## src/rtl/asg_sweep_pkg.sv

```systemverilog
`default_nettype none
// +----------------------------------------------------------------------+
// | asg_sweep_pkg : shared types and clamped-step helper for the sweep   |
// | Revision 1.0                                                         |
// +----------------------------------------------------------------------+
package asg_sweep_pkg;

  localparam int STEP_W = 64;

  typedef enum logic [1:0] {
    SWP_ONCE     = 2'd0,
    SWP_REPEAT   = 2'd1,
    SWP_PINGPONG = 2'd2
  } sweep_mode_t;

  typedef enum logic {
    SWP_IDLE = 1'b0,
    SWP_RUN  = 1'b1
  } sweep_state_t;

  typedef struct packed {
    logic              reached;
    logic [STEP_W-1:0] value;
  } sweep_next_t;

  function automatic sweep_mode_t decode_mode(input logic [1:0] m);
    case (m)
      2'd1:    return SWP_REPEAT;
      2'd2:    return SWP_PINGPONG;
      default: return SWP_ONCE;
    endcase
  endfunction

  // One extra bit catches both overflow (up) and underflow (down) so the
  // result clamps at the target instead of wrapping.
  function automatic sweep_next_t sweep_next(
    input logic [STEP_W-1:0] cur,
    input logic [STEP_W-1:0] target,
    input logic [STEP_W-1:0] delta,
    input logic              down
  );
    logic [STEP_W:0] sum;
    sweep_next_t     r;
    if (down) begin
      sum       = {1'b0, cur} - {1'b0, delta};
      r.reached = sum[STEP_W] || (sum[STEP_W-1:0] <= target);
    end else begin
      sum       = {1'b0, cur} + {1'b0, delta};
      r.reached = (sum >= {1'b0, target});
    end
    r.value = r.reached ? target : sum[STEP_W-1:0];
    return r;
  endfunction

endpackage
`default_nettype wire

```

## src/rtl/asg_sweep_tick.sv

```systemverilog
`default_nettype none
// +----------------------------------------------------------------------+
// | asg_sweep_tick : update-period down-counter, tick when it hits zero  |
// | Revision 1.0                                                         |
// +----------------------------------------------------------------------+
module asg_sweep_tick #(
  parameter int PER_W = 32
) (
  input  logic             clk,
  input  logic             rst_n,
  input  logic             load,
  input  logic             run,
  input  logic [PER_W-1:0] per,
  output logic             tick
);

  logic [PER_W-1:0] reload;
  logic [PER_W-1:0] count;
  logic [PER_W-1:0] per_m1;

  // A period of zero behaves like a period of one.
  assign per_m1 = (per == '0) ? '0 : per - 1'b1;

  always_ff @(posedge clk or negedge rst_n) begin
    if (!rst_n) begin
      reload <= '0;
      count  <= '0;
    end else if (load) begin
      reload <= per_m1;
      count  <= per_m1;
    end else if (run) begin
      count  <= (count == '0) ? reload : count - 1'b1;
    end
  end

  assign tick = run && (count == '0);

endmodule
`default_nettype wire

```

## src/rtl/red_pitaya_asg_sweep.sv

```systemverilog
`default_nettype none
// +----------------------------------------------------------------------+
// | red_pitaya_asg_sweep : ASG phase-increment frequency sweep generator |
// | Optional geometric mode under macro ASG_SWEEP_EXP_EN. Revision 1.0   |
// +----------------------------------------------------------------------+
module red_pitaya_asg_sweep #(
  parameter int STEP_W = asg_sweep_pkg::STEP_W,
  parameter int PER_W  = 32
) (
  input  logic              dac_clk_i,
  input  logic              dac_rstn_i,
  input  logic              start_i,
  input  logic              abort_i,
  input  logic [STEP_W-1:0] cfg_start_i,
  input  logic [STEP_W-1:0] cfg_stop_i,
  input  logic [STEP_W-1:0] cfg_inc_i,
  input  logic [PER_W-1:0]  cfg_per_i,
  input  logic [1:0]        cfg_mode_i,
  input  logic              cfg_exp_i,
  input  logic [5:0]        cfg_shift_i,
  output logic [31:0]       step_o,
  output logic [31:0]       step_lo_o,
  output logic              step_upd_o,
  output logic              busy_o,
  output logic              dir_o,
  output logic              done_o
);

  import asg_sweep_pkg::*;

  sweep_state_t      state, state_nxt;
  sweep_mode_t       mode_q;
  logic [STEP_W-1:0] start_q, stop_q, inc_q;
  logic              down_q;
  logic [STEP_W-1:0] cur, cur_nxt;
  logic              dir, dir_nxt;
  logic              wrap_pend, wrap_nxt;
  logic              upd_nxt, done_nxt;
  logic              accept, tick;
  logic [STEP_W-1:0] target, delta;
  sweep_next_t       nxt;

  assign accept = start_i && !abort_i;

  asg_sweep_tick #(.PER_W(PER_W)) u_tick (
    .clk   (dac_clk_i),
    .rst_n (dac_rstn_i),
    .load  (accept),
    .run   (state == SWP_RUN),
    .per   (cfg_per_i),
    .tick  (tick)
  );

  always_ff @(posedge dac_clk_i or negedge dac_rstn_i) begin
    if (!dac_rstn_i) begin
      start_q <= '0;
      stop_q  <= '0;
      inc_q   <= '0;
      mode_q  <= SWP_ONCE;
      down_q  <= 1'b0;
    end else if (accept) begin
      start_q <= cfg_start_i;
      stop_q  <= cfg_stop_i;
      inc_q   <= cfg_inc_i;
      mode_q  <= decode_mode(cfg_mode_i);
      down_q  <= (cfg_start_i > cfg_stop_i);
    end
  end

`ifdef ASG_SWEEP_EXP_EN
  logic              exp_q;
  logic [5:0]        shift_q;
  logic [STEP_W-1:0] shifted;

  always_ff @(posedge dac_clk_i or negedge dac_rstn_i) begin
    if (!dac_rstn_i) begin
      exp_q   <= 1'b0;
      shift_q <= '0;
    end else if (accept) begin
      exp_q   <= cfg_exp_i;
      shift_q <= cfg_shift_i;
    end
  end

  assign shifted = cur >> shift_q;
  assign delta   = !exp_q ? inc_q :
                   (shifted == '0) ? {{(STEP_W-1){1'b0}}, 1'b1} : shifted;
`else
  logic unused_exp;
  assign unused_exp = ^{cfg_exp_i, cfg_shift_i};
  assign delta      = inc_q;
`endif

  // dir flips the direction relative to the captured sweep sense.
  assign target = dir ? start_q : stop_q;
  assign nxt    = sweep_next(cur, target, delta, down_q ^ dir);

  always_comb begin
    state_nxt = state;
    cur_nxt   = cur;
    dir_nxt   = dir;
    wrap_nxt  = wrap_pend;
    upd_nxt   = 1'b0;
    done_nxt  = 1'b0;
    if (abort_i) begin
      state_nxt = SWP_IDLE;
    end else if (start_i) begin
      state_nxt = SWP_RUN;
      cur_nxt   = cfg_start_i;
      dir_nxt   = 1'b0;
      wrap_nxt  = 1'b0;
      upd_nxt   = 1'b1;
    end else if (state == SWP_RUN && tick) begin
      if (wrap_pend) begin
        cur_nxt  = start_q;
        wrap_nxt = 1'b0;
        upd_nxt  = (cur != start_q);
      end else begin
        cur_nxt = nxt.value;
        upd_nxt = (nxt.value != cur);
        if (nxt.reached) begin
          case (mode_q)
            SWP_REPEAT:   wrap_nxt = 1'b1;
            SWP_PINGPONG: dir_nxt  = ~dir;
            default: begin
              state_nxt = SWP_IDLE;
              done_nxt  = 1'b1;
            end
          endcase
        end
      end
    end
  end

  always_ff @(posedge dac_clk_i or negedge dac_rstn_i) begin
    if (!dac_rstn_i) begin
      state      <= SWP_IDLE;
      cur        <= '0;
      dir        <= 1'b0;
      wrap_pend  <= 1'b0;
      step_upd_o <= 1'b0;
      done_o     <= 1'b0;
    end else begin
      state      <= state_nxt;
      cur        <= cur_nxt;
      dir        <= dir_nxt;
      wrap_pend  <= wrap_nxt;
      step_upd_o <= upd_nxt;
      done_o     <= done_nxt;
    end
  end

  assign step_o    = cur[STEP_W-1:32];
  assign step_lo_o = cur[31:0];
  assign busy_o    = (state == SWP_RUN);
  assign dir_o     = dir;

endmodule
`default_nettype wire

```

## config.mk

```make
export PLATFORM = sky130hd
export DESIGN_NAME = red_pitaya_asg_sweep
export DESIGN_NICKNAME = d
export VERILOG_FILES = /design/src/rtl/asg_sweep_pkg.sv /design/src/rtl/asg_sweep_tick.sv /design/src/rtl/red_pitaya_asg_sweep.sv
export SDC_FILE = /design/constraint.sdc
export NUM_CORES = 1
export LEC_CHECK = 0
export CAP_MARGIN = 20
export CORE_AREA = 3 3 333 335
export DETAILED_ROUTE_END_ITERATION = 8
export DIE_AREA = 0 0 336 338
export PLACE_DENSITY = 0.49
export SLEW_MARGIN = 20
export SYNTH_ARGS = -nofsm -noshare
export SYNTH_HDL_FRONTEND = slang
export SYNTH_SLANG_ARGS = --single-unit
```

## constraint.sdc

```tcl
create_clock -name dac_clk_i -period 10.1 [get_ports dac_clk_i]
set_clock_uncertainty 0.05 [all_clocks]
set_input_delay 1.515 -clock dac_clk_i [delete_from_list [all_inputs] [get_ports dac_clk_i]]
set_output_delay 1.515 -clock dac_clk_i [all_outputs]
set_load 0.005 [all_outputs]
```

==> results of run 1 <==
-- cell usage in the layout (no fill, tap or decap), types with 61 or more instances in the layout --
cell	Yosys	layout
mux2i_1	110	110
dfrtp_1	328	326
a21oi_1	358	358
nand3_1	83	83
clkdlybuf4s50_1	0	295
nor3_1	87	87
inv_1	229	227
buf_4	3	116
ha_1	325	325
a21o_1	69	69
nor4_1	61	61
xnor2_1	223	222
nand4_1	71	71
nand2_1	618	616
nor2_1	322	319
o21ai_0	332	332
-- power breakdown --
part,switching [mW],internal [mW],leakage (nW)
Combinational,5.36,3.07,11.7
Sequential,0.385,1.54,3.99
Clock,0.718,1.13,0.829
Total,6.47,5.74,16.5
-- path summary, 6_finish.rpt --
kind | endpoint | depth (start not counted)
worst max-delay path | step_upd_o$_DFF_PN0_ | 26
max in group asynchronous | u_tick.reload[14]$_DFFE_PN0P_ | 2
min in group asynchronous | delta[14]$_DFFE_PN0P_ | 1
worst min-delay path | u_tick.reload[7]$_DFFE_PN0P_ | 1
worst max register to register | step_upd_o$_DFF_PN0_ | 26
worst min register to register | u_tick.reload[7]$_DFFE_PN0P_ | 1
-- kinds of logic (layout without fill, tap and decap cells) --
group	Yosys count	count (layout)	synth area share (%)
AND/OR/NAND/NOR	1467	1467	20.9
flip-flops	328	328	25.4
multiplexers	120	120	3.76
buffers and inverters	465	739	5.62
XOR/XNOR	279	279	7.69
AO/OA/AOI/OAI	1233	1233	24.0
adder cells (fa/ha/maj)	327	327	12.7
other	0	5	0
-- worst max-delay path, stage by stage, from the launching register on --
cell and delay, ns:
dfrtp_1 0.52, ha_1 0.53, inv_1 0.21, a2111oi_1 0.54, a2111oi_0 0.22, a211oi_2 0.60
a311oi_4 0.23, o2111ai_2 0.34, a311oi_1 0.19, nor3_1 0.66, o211ai_1 0.28, xnor2_1 0.19
ha_1 0.31, nand3_1 0.12, nor4_1 0.47, nand2_1 0.19, a41oi_1 0.32, a221oi_1 0.11
nand3_1 0.72, buf_4 0.28, nand3_1 0.09, o21ai_1 0.22, mux2_2 0.37, a2111oi_0 0.64
nand4_1 0.29, nor4_2 0.36, a41oi_1 0.18
-- layer usage --
layer | GRT usage, % | vias up | wire length, um
met5 | 0 | - | 86
met4 | 7.62 | 12 | 4900
met3 | 4.18 | 199 | 12700
met2 | 38.2 | 1444 | 63300
met1 | 39.5 | 16200 | 73100
li1 | - | 15600 | -
-- state kept, by name, summed over array words and instances (netlist names) --
signal,flops
cur,64
delta,64
start_q,64
stop_q,64
u_tick.count,32
u_tick.reload,32
mode_q,2
busy_o,1
dir_o,1
done_o,1
down_q,1
step_upd_o,1
wrap_pend,1
-- area by class of cell --
class,count,area [sq um],share of cell area [%]
sequential,328,8220,21.1
antenna,5,12.5,0.0322
inverter,242,908,2.34
multi-input combinational,3426,22400,57.5
clock inverter,20,357,0.918
timing repair buffer,416,3900,10.0
clock buffer,61,1330,3.42
tap,1414,1770,4.55
==> summary.md, run 1 <==
| Metric | Value |
|---|---|
| Status | `finished clean` |
| Chip width | `336 um` |
| CTS Buffer Depth | `3` |
| CTS tree | `yes` |
| Final setup margin | `0.651 ns` |
| Highest Clock Rate | `106 MHz` |
| Post-Place Cells | `5826` |
| Fin cells | `5912` |
| Mapped Area | `32300 sq um` |
| Normalized max-slew margin | `26.7%` |
| Reg2Reg Setup Slack | `0.65 ns` |
| CTS H-Tree Depth | `2` |
| Overall Global Routing Usage | `26.3%` |
| Post-route cell area | `38800 sq um` |
| Post CTS Setup Buffer Count | `0` |
| Avg Inst Size Synth | `7.66 sq um` |
| Dpl ws | `0.951 ns` |
| RSZ-0062 raised after global routing | `no` |
| # fillers | `11600` |
| Post-synth EDFFs | `0` |
| Die area | `114000 sq um` |
| Share of cells above drive strength 1 | `5.99%` |
| DP Area | `37200 sq um` |
| Tcrit/Tclk final | `93.6%` |
| Post-synthesis cell count | `4219` |
| Synth Warn # | `0` |
| PortBufs | `297` |
| Asr flop ratio synth | `100%` |
| Number of global-route vias before repair | `31700` |
| Chip Height | `338 um` |
| Post-Synthesis Net Count | `4783` |
| DRC violation count after routing | `0` |
| WP data arrival | `9.86 ns` |
| DR vias | `33400` |
| Root Buffer | `clkbuf_16` |
| Core area | `108000 sq um` |
| Initial antenna violation count | `13` |
| Worst Hold Launch | `u_tick.reload[7]$_DFFE_PN0P_` |
| Row cnt | `121` |
| Post-synthesis sequential area ratio | `25.4%` |
| Most frequent cell after synthesis | `nand2_1` |
| Setup violators final | `0` |
| #FFs+latches synth | `328` |
| Final worst path period need | `9.45 ns` |
| Initial Util | `29.8%` |
| GP Congestion | `0.963` |
| P&R area growth vs syn | `20.2%` |
| Final core utilization | `35.8%` |
| Clock transition at path regs | `0.06 ns` |
| Pins Over Slew Limit | `0` |
| I/O Pins | `305` |
| Critical Path End Type | `register` |
| Hold Fails Final Rpt | `0` |
| Critical Path Start | `cur[11]$_DFFE_PN0P_` |
| Top-area cell type share of the netlist area | `25.4%` |
| Vias per std cell | `5.65` |
| Final Power | `12.2 mW` |
| Drt pass-1 iters | `6` |
| Top post-synthesis cells by count | `nand2_1, a21oi_1, o21ai_0` |
| Worst hold slack | `0.421 ns` |
| Routed WL | `154000 um` |
| P_leak | `16.5 nW` |
| Power per cell area | `314 nW/um^2` |
| Largest net degree at the start of global routing | `142` |
| First-pass GRT wire length | `221000 um` |
| Worst r2r src | `cur[11]$_DFFE_PN0P_` |
| Post-synth cell types | `94` |
| Ys flop type | `dfrtp_1` |
| Number of hold buffers added after CTS | `0` |
| Synth area leader | `dfrtp_1` |
| CTS resizes | `0` |
| Setup TNS | `0 ns` |
| Routed len/inst | `26.1 um` |
| CTS Sinks | `328` |
| Max cap viols | `0` |
| Nets | `5023` |
| Worst hold path class | `reg2reg` |
| Hpwl dp | `123000 um` |
| Slew @ Worst Pin | `1.10 ns` |
| Detailed Route Iter0 Violations | `3655` |
| Grt ovf | `0` |
| Peak fanout along the critical path | `12` |
| Post-route ant nets | `0` |
| Cts bufs inserted | `45` |
| Kind of critical path | `reg2reg` |
| Largest cells by area after synthesis | `dfrtp_1, ha_1, nand2_1, xnor2_1, a21oi_1` |
| Worst-Skew Late Latency | `0.65 ns` |
| Maximum vdd drop | `184 uV` |
| Setup crit start kind | `register` |
| Worst Path Required | `10.51 ns` |
No activity file was read; power rests on OpenSTA's default activity.
==> run 2, diff against run 1 <==
--- a/config.mk
+++ b/config.mk
@@ -6,9 +6,9 @@
 export NUM_CORES = 1
 export LEC_CHECK = 0
 export CAP_MARGIN = 20
-export CORE_AREA = 3 3 333 335
+export CORE_AREA = 5 5 335 337
 export DETAILED_ROUTE_END_ITERATION = 8
-export DIE_AREA = 0 0 336 338
+export DIE_AREA = 0 0 340 342
 export PLACE_DENSITY = 0.49
 export SLEW_MARGIN = 20
 export SYNTH_ARGS = -nofsm -noshare
==> summary.md, run 2 (same netlist as run 1, synthesis figures left out) <==
| Metric | Value |
|---|---|
| Status | `finished clean (unchanged)` |
| Routed len/inst | `25.8 um (was 26.1 um)` |
| Chip width | `340 um (was 336 um)` |
| Worst Path Required | `10.51 ns (about the same)` |
| DR vias | `33200 (was 33400)` |
| Power per cell area | `310 nW/um^2 (was 314 nW/um^2)` |
| Highest Clock Rate | `109 MHz (was 106 MHz)` |
| Grt ovf | `0 (unchanged)` |
| Dpl ws | `1.18 ns (was 0.951 ns)` |
| Peak fanout along the critical path | `23 (was 12)` |
| # fillers | `11500 (was 11600)` |
| Kind of critical path | `reg2reg (unchanged)` |
| CTS resizes | `0 (unchanged)` |
| GP Congestion | `0.959 (was 0.963)` |
| Worst-Skew Late Latency | `0.68 ns (was 0.65 ns)` |
| Maximum vdd drop | `152 uV (was 184 uV)` |
| Routed WL | `152000 um (was 154000 um)` |
| Fin cells | `5902 (was 5912)` |
| Final Power | `12.0 mW (was 12.2 mW)` |
| Share of cells above drive strength 1 | `5.52% (was 5.99%)` |
| Slew @ Worst Pin | `1.07 ns (was 1.10 ns)` |
| Number of hold buffers added after CTS | `0 (unchanged)` |
| CTS H-Tree Depth | `2 (unchanged)` |
| Critical Path End Type | `register (unchanged)` |
| PortBufs | `297 (unchanged)` |
| Post-route ant nets | `0 (unchanged)` |
| Hold Fails Final Rpt | `0 (unchanged)` |
| DP Area | `37100 sq um (was 37200 sq um)` |
| Number of global-route vias before repair | `31800 (was 31700)` |
| Tcrit/Tclk final | `91.0% (was 93.6%)` |
| Final setup margin | `0.912 ns (was 0.651 ns)` |
| Reg2Reg Setup Slack | `0.91 ns (was 0.65 ns)` |
| Commonest non-fill, non-tap cell in the layout | `nand2_1 (unchanged)` |
| Detailed Route Iter0 Violations | `3367 (was 3655)` |
| Chip Height | `342 um (was 338 um)` |
| Final core utilization | `35.6% (was 35.8%)` |
| Core area | `109000 sq um (was 108000 sq um)` |
| Sequential cell area | `8220 sq um (unchanged)` |
| Pins Over Slew Limit | `0 (unchanged)` |
| P_leak | `16.4 nW (was 16.5 nW)` |
| Setup crit start kind | `register (unchanged)` |
| Normalized max-slew margin | `28.4% (was 26.7%)` |
| Final worst path period need | `9.19 ns (was 9.45 ns)` |
| Post-Place Cells | `5809 (was 5826)` |
| Vias per std cell | `5.63 (was 5.65)` |
| Max cap viols | `0 (unchanged)` |
| Multi-input logic area | `22400 sq um (about the same)` |
| Die area | `116000 sq um (was 114000 sq um)` |
| P&R area growth vs syn | `19.4% (was 20.2%)` |
| Setup TNS | `0 ns (unchanged)` |
| Post CTS Setup Buffer Count | `0 (unchanged)` |
| Setup violators final | `0 (unchanged)` |
| CTS tree | `yes (unchanged)` |
| CP peak stage delay | `0.62 ns (was 0.72 ns)` |
| First-pass GRT wire length | `219000 um (was 221000 um)` |
| Overall Global Routing Usage | `25.0% (was 26.3%)` |
| Root Buffer | `clkbuf_16 (unchanged)` |
| Drt pass-1 iters | `6 (unchanged)` |
| Nets | `5006 (was 5023)` |
| CP delay by family, top | `compound AO/OA/AOI/OAI gates (unchanged)` |
| CTS Sinks | `328 (unchanged)` |
| Largest net degree at the start of global routing | `143 (was 142)` |
| Most frequent cells in the layout | `nand2_1, a21oi_1, o21ai_0 (unchanged)` |
| Worst hold slack | `0.421 ns (about the same)` |
| Cts bufs inserted | `45 (unchanged)` |
| Worst hold path class | `reg2reg (unchanged)` |
| I/O Pins | `305 (unchanged)` |
| Row cnt | `121 (unchanged)` |
| DRC violation count after routing | `0 (unchanged)` |
| Hpwl dp | `121000 um (was 123000 um)` |
| WP data arrival | `9.60 ns (was 9.86 ns)` |
| Initial antenna violation count | `15 (was 13)` |
| Worst path bufs/invs | `2 (unchanged)` |
| Post-route cell area | `38600 sq um (was 38800 sq um)` |
| Initial Util | `29.8% (about the same)` |
| Worst path slowest cell | `nor3_1 (was nand3_1)` |
| Clock transition at path regs | `0.06 ns (about the same)` |
| RSZ-0062 raised after global routing | `no (unchanged)` |
| CTS Buffer Depth | `3 (unchanged)` |
[run 2: area by class of cell]
cell class                      count  share of cell area (%)
Multi-Input combinational cell   3426                    57.9
Clock inverter                     21                   0.665
Antenna cell                       10                  0.0648
Sequential cell                   328                    21.3
Clock buffer                       62                    3.21
Timing Repair Buffer              399                    9.88
Tap cell                         1414                    4.58
Inverter                          242                    2.35
[run 2: worst paths after layout]
path,from,depth (start not counted),endpoint
setup / recovery,cur[11]$_DFFE_PN0P_,26,step_upd_o$_DFF_PN0_
hold / removal,u_tick.reload[1]$_DFFE_PN0P_,1,u_tick.reload[1]$_DFFE_PN0P_
setup reg to reg,cur[11]$_DFFE_PN0P_,26,step_upd_o$_DFF_PN0_
hold reg to reg,u_tick.reload[1]$_DFFE_PN0P_,1,u_tick.reload[1]$_DFFE_PN0P_
max in group asynchronous,dac_rstn_i,2,dir_o$_DFFE_PN0P_
min in group asynchronous,dac_rstn_i,1,delta[14]$_DFFE_PN0P_
[run 2: power by group]
part	switching (mW)	internal (mW)	leakage (nW)
combinational	5.30	3.07	11.7
clock	0.715	0.945	0.725
sequential	0.404	1.54	3.99
total	6.42	5.55	16.4
[run 2: worst reg2reg max path, cell delays in order, from the launching register on]
cell and delay, ns:
dfrtp_1 0.52, ha_1 0.52, inv_1 0.20, a2111oi_1 0.52, a2111oi_0 0.22, a211oi_2 0.58, a311oi_4 0.23, o2111ai_2 0.34
a311oi_1 0.19, nor3_1 0.62, o211ai_1 0.28, xnor2_1 0.19, ha_1 0.31, nand3_1 0.17, nor4_1 0.52, nand2_1 0.21
a41oi_1 0.36, a221oi_1 0.11, nand3_1 0.41, buf_12 0.25, a21boi_0 0.14, o31ai_1 0.33, xnor2_1 0.31, nand4b_1 0.22
or4_1 0.58, nor4_2 0.42, a41oi_1 0.19
[run 2: per-layer routing]
metal | vias up | routed length (um) | GRT usage [%]
met5 | - | 95 | 0
met4 | 12 | 5660 | 8.05
met2 | 1369 | 62300 | 36.4
li1 | 15600 | - | -
met3 | 214 | 13600 | 5.79
met1 | 16100 | 70800 | 36.4
